[src/rtl/phase_meter.sv]
// Phase meter: measures the delay from a reference rising edge to the next
// rising edge on a measured channel, plus the reference period, in clk cycles.
module phase_meter #(
  parameter int CW = 16
) (
  input  logic          clk,
  input  logic          rst,
  input  logic          sig,
  input  logic          sig1,
  input  logic          hold,
  output logic [CW-1:0] delta,
  output logic [CW-1:0] period,
  output logic          valid,
  output logic          err
);

  typedef enum logic [2:0] {
    IDLE,
    WAIT_REF,
    WAIT_CH,
    WAIT_END,
    REPORT
  } state_t;

  localparam logic [CW-1:0] CNT_ONE = {{(CW-1){1'b0}}, 1'b1};
  localparam logic [CW-1:0] CNT_MAX = '1;

  state_t        state;
  logic          sig_q;
  logic          sig1_q;
  logic          ch_pend;
  logic [CW-1:0] cnt;
  logic [CW-1:0] delta_r;
  logic [CW-1:0] cnt_inc;
  logic          ref_rise;
  logic          ch_rise;
  logic          timeout;

  assign ref_rise = sig & ~sig_q;
  assign ch_rise  = sig1 & ~sig1_q;
  assign cnt_inc  = cnt + CNT_ONE;
  // Abort instead of letting cnt ever hold all-ones, so it can never wrap.
  assign timeout  = (cnt_inc == CNT_MAX);

  always_ff @(posedge clk or posedge rst) begin
    if (rst) begin
      state   <= IDLE;
      sig_q   <= 1'b1;
      sig1_q  <= 1'b1;
      ch_pend <= 1'b0;
      cnt     <= '0;
      delta_r <= '0;
      delta   <= '0;
      period  <= '0;
      valid   <= 1'b0;
      err     <= 1'b0;
    end else begin
      sig_q  <= sig;
      sig1_q <= sig1;
      valid  <= 1'b0;
      err    <= 1'b0;
      if (hold) begin
        state   <= WAIT_REF;
        cnt     <= '0;
        ch_pend <= 1'b0;
      end else begin
        case (state)
          IDLE: state <= WAIT_REF;

          WAIT_REF: begin
            if (ref_rise) begin
              cnt <= '0;
              if (ch_rise) begin
                delta_r <= '0;
                state   <= WAIT_END;
              end else begin
                state <= WAIT_CH;
              end
            end
          end

          WAIT_CH: begin
            if (ref_rise) begin
              err <= 1'b1;
              cnt <= '0;
            end else if (timeout) begin
              err   <= 1'b1;
              cnt   <= '0;
              state <= WAIT_REF;
            end else begin
              cnt <= cnt_inc;
              if (ch_rise) begin
                delta_r <= cnt_inc;
                state   <= WAIT_END;
              end
            end
          end

          WAIT_END: begin
            if (ref_rise) begin
              // Outputs load on entry to REPORT so they are stable while valid is high.
              valid  <= 1'b1;
              delta  <= delta_r;
              period <= cnt_inc;
              cnt    <= '0;
              state  <= REPORT;
              if (ch_rise) begin
                delta_r <= '0;
                ch_pend <= 1'b1;
              end
            end else if (timeout) begin
              err   <= 1'b1;
              cnt   <= '0;
              state <= WAIT_REF;
            end else begin
              cnt <= cnt_inc;
            end
          end

          REPORT: begin
            // The closing edge is the next start; a coincident sig1 edge was captured as delta 0.
            cnt     <= cnt_inc;
            ch_pend <= 1'b0;
            if (ch_pend) begin
              state <= WAIT_END;
            end else if (ch_rise) begin
              delta_r <= cnt_inc;
              state   <= WAIT_END;
            end else begin
              state <= WAIT_CH;
            end
          end

          default: state <= IDLE;
        endcase
      end
    end
  end

endmodule
[config.mk]
export PLATFORM = sky130hd
export DESIGN_NAME = phase_meter
export DESIGN_NICKNAME = d
export VERILOG_FILES = /design/src/rtl/phase_meter.sv
export SDC_FILE = /design/constraint.sdc
export NUM_CORES = 1
export LEC_CHECK = 0
export ABC_CLOCK_PERIOD_IN_PS = 2800
export BUFFER_PORTS_ARGS = -buffer_cell sky130_fd_sc_hd__buf_2
export CORE_UTILIZATION = 58
export CTS_CLUSTER_SIZE = 40
export DETAILED_ROUTE_END_ITERATION = 12
export PLACE_DENSITY_LB_ADDON = 0.12
export SLEW_MARGIN = 20
export SYNTH_ARGS = -nofsm -noshare
export SYNTH_HDL_FRONTEND = slang
export SYNTH_SLANG_ARGS = --single-unit
[constraint.sdc]
create_clock -name clk -period 2.8 [get_ports clk]
set_input_delay 0 -clock clk [delete_from_list [all_inputs] [get_ports clk]]
set_output_delay 0 -clock clk [all_outputs]
set_load 0.05 [all_outputs]
==> flow_summary.ini, run 1 <==
[global_routing]
grt_start_max_net_pins = 31
top_usage_layer = met2
antenna_found_initial = 0
grt_overflow = 0
grt_use_total = 0.268
met1_usage = 0.373
grt_use_met2 = 0.412
grt_pass1_vias = 2494
use_met3 = 0.0651
grt_pass1_wl_mm = 12.6

[die]
fp-row-count = 27
dieArea_mm2 = 0.00633
die_width_um = 79.6
dieHeight_um = 79.6
start_util = 0.619
core-area_mm2 = 0.00564
ios = 39

[setup_path]
cp_max_fo = 11
end_kind = register
cpMaxStageDelayCell = dfrtp_1
startpoint_type = register
r2r_slack_ps = 180
crit_required_ps = 3020
critPathKind = register to register
crit_family = simple AND/OR/NAND/NOR gates
ff2ff_path_depth = 8
r2r_start = cnt[0]$_DFFE_PP0P_
worstPathCellList = ha_1, nand4_1, nor4_1, o211ai_1, a32oi_2, a21oi_2, nor2_4, mux2_1
crit_buf_inv = 0
slowest_delay_ps = 570
cp_num_cells = 8
worstPathArrival_ps = 2840
worst_r2r_endpoint = delta_r[4]$_DFFE_PP0P_

[sta]
max_slew_margin = 0.583
fmax_mhz = 382
rsz0062_at_grt = no
tightest_slew_ps = 621
finalSetupTns_ps = 0
skew_ps = 15.4
layout_setup_ws_ps = 183
fin_crit_sh = 0.935
finalHoldViolations = 0
setup_violations = 0
maxSlewViolCount = 0
holdWs_ps = 250
min_period_ps = 2620

[finish]
drive_gt1_frac = 0.244
final_cell_mix = dfrtp_1 (70), nor2_1 (41), buf_2 (38)
num_antenna_cells = 0
fin_util = 0.713
stdcell_count = 458
layout.nets = 389
area_delta_synth_final_pct = 15.2
layout_commonest_cell = dfrtp_1
fin_area_mm2 = 0.00402

[cts]
clockBufferDepth = 2
cts_made_buffers = 9
worstSkewPairLatency_ps = 350
h-tree-depth = 3
cts_tree = built
cts.repair.resized = 0
cts.sinks = 72
clk_pin_slew_worst_paths_ps = 80
clock-root-buffer = clkbuf_8

[synth]
syn-cell-area_mm2 = 0.00349
ys_warn_count = 0
synth_edf_count = 0
syn_nets = 348
yosysTopAreaCellShare = 0.502
yosysSeqAreaShare = 0.517
ys_top_cells_by_area = dfrtp_1 (50%), mux2_2 (5.2%), nor2_1 (4.5%)
synth-seq-cells = 72
avgSynthCellArea_um2 = 10.3
syn_inst = 340
ys_async_sr_fraction = 1.00
ys.flop_type = dfrtp_1
synth_top_area_cell = dfrtp_1
synth_cell_types = 55

[pwr]
p_per_area_mw_per_mm2 = 748
ir_drop_v = 0.000639
power_mw = 3.01
p_leak_nw = 1.76

[route]
finalWirelength_mm = 7.64
ant_nets = 0
wl_per_cell_um = 16.7
firstDrtPassIters = 4
drt-initial-drc-count = 219
vias = 2653
drc = 0
routed_via_density = 5.79

[place]
dp_slack_ps = 204
placed_cells_incl_taps = 438
port_buffers = 38
gp_congestion = 0.958
dpl-instance-area_mm2 = 0.00376
post-dp-hpwl_mm = 5.55

[worst_hold_path]
hp-class = input port to asynchronous set/reset pin

[status]
status = finished clean

[flow_run]
maxCapViolCount = 0
==> worst max-delay path by stage <==
stage | from | to | slack [ps]
after floorplan | cnt[1]$_DFFE_PP0P_ | delta_r[3]$_DFFE_PP0P_ | 580
after CTS | cnt[0]$_DFFE_PP0P_ | delta_r[10]$_DFFE_PP0P_ | 180
after global routing | cnt[0]$_DFFE_PP0P_ | delta_r[10]$_DFFE_PP0P_ | 9
after global placement | cnt[0]$_DFFE_PP0P_ | delta_r[4]$_DFFE_PP0P_ | 330
final | cnt[0]$_DFFE_PP0P_ | delta_r[4]$_DFFE_PP0P_ | 180
after detailed placement | cnt[0]$_DFFE_PP0P_ | delta_r[10]$_DFFE_PP0P_ | 200
==> what timing repair did <==
action	4_1_cts	5_1_grt
endpoints found under the hold margin	30	0
hold buffers	4	0
setup buffers	0	0
setup endpoints to repair	0	0
==> layout make-up <==
type / count / area, um2
inverters: 9 / 33.8
well taps: 72 / 90.1
clock buffers: 11 / 141
multi-input cells: 237 / 1550
flip-flops and latches: 72 / 1800
repair buffers: 52 / 318
fillers: 406 / 1620
clock inverters: 5 / 80.1
==> routing by layer <==
metal	vias to the layer above	routed length [um]
li1	1300	-
met3	13	361
met5	-	0
met2	67	3600
met1	1273	3520
met4	0	162
==> flip-flops by register name (all words and copies together) (netlist names) <==
| signal | count |
|---|---|
| ch_pend | 1 |
| cnt | 16 |
| delta | 16 |
| delta_r | 16 |
| err | 1 |
| period | 16 |
| sig1_q | 1 |
| sig_q | 1 |
| state | 3 |
| valid | 1 |
==> Yosys cell counts (3+ instances only) <==
master     instances
dfrtp_1           70
nor2_1            42
a21oi_1           28
nand2_1           23
mux2_2            16
o2bb2ai_1         14
clkbuf_1          11
inv_1              9
o21ai_0            9
xnor2_1            9
buf_2              7
nand2b_1           7
nand3_1            6
nand4_1            6
nor3_1             6
a22o_1             5
o21ai_1            5
buf_4              4
nand3b_1           4
o211ai_1           4
ha_1               3
nor2b_1            3
nor4_1             3
or3_1              3
==> where the power goes <==
group / leakage (nW) / internal (mW) / switching, mW / total [mW]
clock network: 0.106 / 0.525 / 0.382 / 0.907
registers: 0.958 / 1.19 / 0.0873 / 1.28
logic: 0.696 / 0.201 / 0.620 / 0.821
total: 1.76 / 1.92 / 1.09 / 3.01
==> worst reg2reg max path, stage by stage (launching register included) <==
cell	delay (ps)
dfrtp_1	570
ha_1	340
nand4_1	170
nor4_1	270
o211ai_1	140
a32oi_2	290
a21oi_2	140
nor2_4	230
mux2_1	340
==> cells by family after synthesis <==
group / Yosys count / share of synthesized area
AOI/OAI and AO/OA: 88 / 0.172
xor gates and xnor gates: 11 / 0.0276
adders and majority gates: 3 / 0.0108
buffers and inverters: 31 / 0.0401
DFF: 72 / 0.517
muxes: 18 / 0.0581
and+or+nand+nor: 117 / 0.175
No activity file was read; power rests on OpenSTA's default activity.
==> run 2, diff against run 1 <==
--- a/config.mk
+++ b/config.mk
@@ -7,7 +7,9 @@
 export LEC_CHECK = 0
 export ABC_CLOCK_PERIOD_IN_PS = 2800
 export BUFFER_PORTS_ARGS = -buffer_cell sky130_fd_sc_hd__buf_2
-export CORE_UTILIZATION = 58
+export CELL_PAD_IN_SITES_DETAIL_PLACEMENT = 1
+export CELL_PAD_IN_SITES_GLOBAL_PLACEMENT = 1
+export CORE_UTILIZATION = 46
 export CTS_CLUSTER_SIZE = 40
 export DETAILED_ROUTE_END_ITERATION = 12
 export PLACE_DENSITY_LB_ADDON = 0.12
==> flow_summary.ini, run 2 (synthesis gave the netlist of run 1 again) <==
[setup_path]
cp_max_fo = 10
slowest_delay_ps = 570
r2r_slack_ps = 230
ff2ff_path_depth = 7
critPathKind = register to register
worstPathArrival_ps = 2820
worst_r2r_endpoint = cnt[7]$_DFFE_PP0P_
crit_required_ps = 3050
worstPathCellList = nand4_2, nor4_2, xnor2_1, nor4_4, and2_1, o21ai_2, a31o_1
cpMaxStageDelayCell = dfrtp_1
startpoint_type = register
end_kind = register
r2r_start = cnt[5]$_DFFE_PP0P_
worstSetupStartpoint = cnt[5]$_DFFE_PP0P_

[route]
ant_nets = 0
wl_per_cell_um = 18.1
vias = 2699
drt-initial-drc-count = 117
drc = 0
finalWirelength_mm = 8.75
routed_via_density = 5.59
firstDrtPassIters = 5

[global_routing]
met1_usage = 0.338
antenna_found_initial = 0
top_usage_layer = met2
grt_use_met2 = 0.406
grt_overflow = 0
grt_use_total = 0.254
grt_start_max_net_pins = 50
grt_pass1_vias = 2832
grt_pass1_wl_mm = 14.7
use_met3 = 0.0489

[sta]
fin_crit_sh = 0.919
finalHoldViolations = 0
skew_ps = 16.1
tightest_slew_ps = 741
max_slew_margin = 0.505
maxSlewViolCount = 0
finalSetupTns_ps = 0
fmax_mhz = 389
min_period_ps = 2570
rsz0062_at_grt = no
holdWs_ps = 306
setup_violations = 0

[worst_hold_path]
min_to = sig1_q$_DFF_PP1_
hp-class = input port to register
whs_path_depth = 2
min_from = sig1

[die]
dieHeight_um = 89.1
ios = 39
dieArea_mm2 = 0.00794
start_util = 0.479
core-area_mm2 = 0.00729
fp-row-count = 31
die_width_um = 89.1

[cts]
cts_made_buffers = 9
cts.sinks = 72
clockBufferDepth = 2
worstSkewPairLatency_ps = 360
clk_pin_slew_worst_paths_ps = 80
clock-root-buffer = clkbuf_8
cts_setup_buffers = 0
cts_tree = built
h-tree-depth = 3

[flow_run]
maxCapViolCount = 0

[pwr]
p_leak_nw = 1.74
ir_drop_v = 0.000614
p_per_area_mw_per_mm2 = 733

[finish]
drive_gt1_frac = 0.242
area_delta_synth_final_pct = 15.4
final_cell_mix = dfrtp_1 (69), nor2_1 (41), buf_2 (38)
layout.nets = 387
layout_commonest_cell = dfrtp_1
stdcell_count = 483
fill_cells = 856
num_antenna_cells = 0

[place]
post-dp-hpwl_mm = 6.27
port_buffers = 38
gp_congestion = 0.839
placed_cells_incl_taps = 463

[status]
status = finished clean
run 2: cell types whose count changed in the layout (fill, tap and decap cells not counted), sizes merged:
| cell | change |
|---|---|
| clkinv | +2 |
| bufinv | -1 |
| buf | -2 |
| inv | +1 |
| clkinvlp | -1 |
| clkbuf | -1 |
run 2: what timing repair did:
action | in CTS | in global routing
hold endpoints to repair | 38 | 0
hold buffers | 4 | 0
gates resized for setup | 0 | 1
endpoints found under the setup margin | 0 | 10
run 2: cell type report:
| cell class | count | area [um2] | area share |
|---|---|---|---|
| repair buffers | 50 | 315 | 0.0783 |
| multi-input cells | 237 | 1550 | 0.386 |
| clock buffers | 10 | 128 | 0.0317 |
| well taps | 99 | 124 | 0.0307 |
| flip-flops and latches | 72 | 1810 | 0.448 |
| clock inverters | 6 | 68.8 | 0.0171 |
| inverters | 9 | 33.8 | 0.00839 |
run 2: worst max path at each step:
stage | to | slack (ps) | cells past startpoint
global route | cnt[6]$_DFFE_PP0P_ | 40 | 8
floorplan | delta_r[3]$_DFFE_PP0P_ | 580 | 8
global placement | cnt[7]$_DFFE_PP0P_ | 240 | 7
finish | cnt[7]$_DFFE_PP0P_ | 230 | 7
detailed placement | cnt[6]$_DFFE_PP0P_ | 180 | 7
CTS | cnt[5]$_DFFE_PP0P_ | 170 | 7
run 2: report_power, final:
part           internal, mW  switching [mW]
Sequential             1.19          0.0928
Clock                 0.417           0.427
Combinational         0.201           0.621
run 2: worst max-delay path: cells and delay by family, from the launching register on:
kind / cells / cell delay (ps)
DFF: 1 / 570
AOI/OAI and AO/OA: 2 / 370
xor gates and xnor gates: 1 / 240
and+or+nand+nor: 4 / 1280
run 2: stage by stage:
| step | power (mW) | setup WS (ps) | instance area, um2 | util |
|---|---|---|---|---|
| 2_1_floorplan | 1.93 | 576 | 3490 | - |
| 3_3_place_gp | 2.11 | 242 | 3790 | 0.520 |
| 3_5_place_dp | 2.13 | 179 | 3790 | 0.520 |
| 4_1_cts | 2.98 | 172 | 4030 | 0.552 |
| 5_1_grt | 3.09 | 39.9 | 4030 | 0.553 |
| 6_report | 2.95 | 227 | 4030 | 0.553 |
run 2: routing by layer:
layer,vias up,wire length (um),share of wire
li1,1294,-,-
met5,-,0,0
met4,0,186,0.021
met3,14,177,0.020
met2,36,4160,0.48
met1,1355,4230,0.48
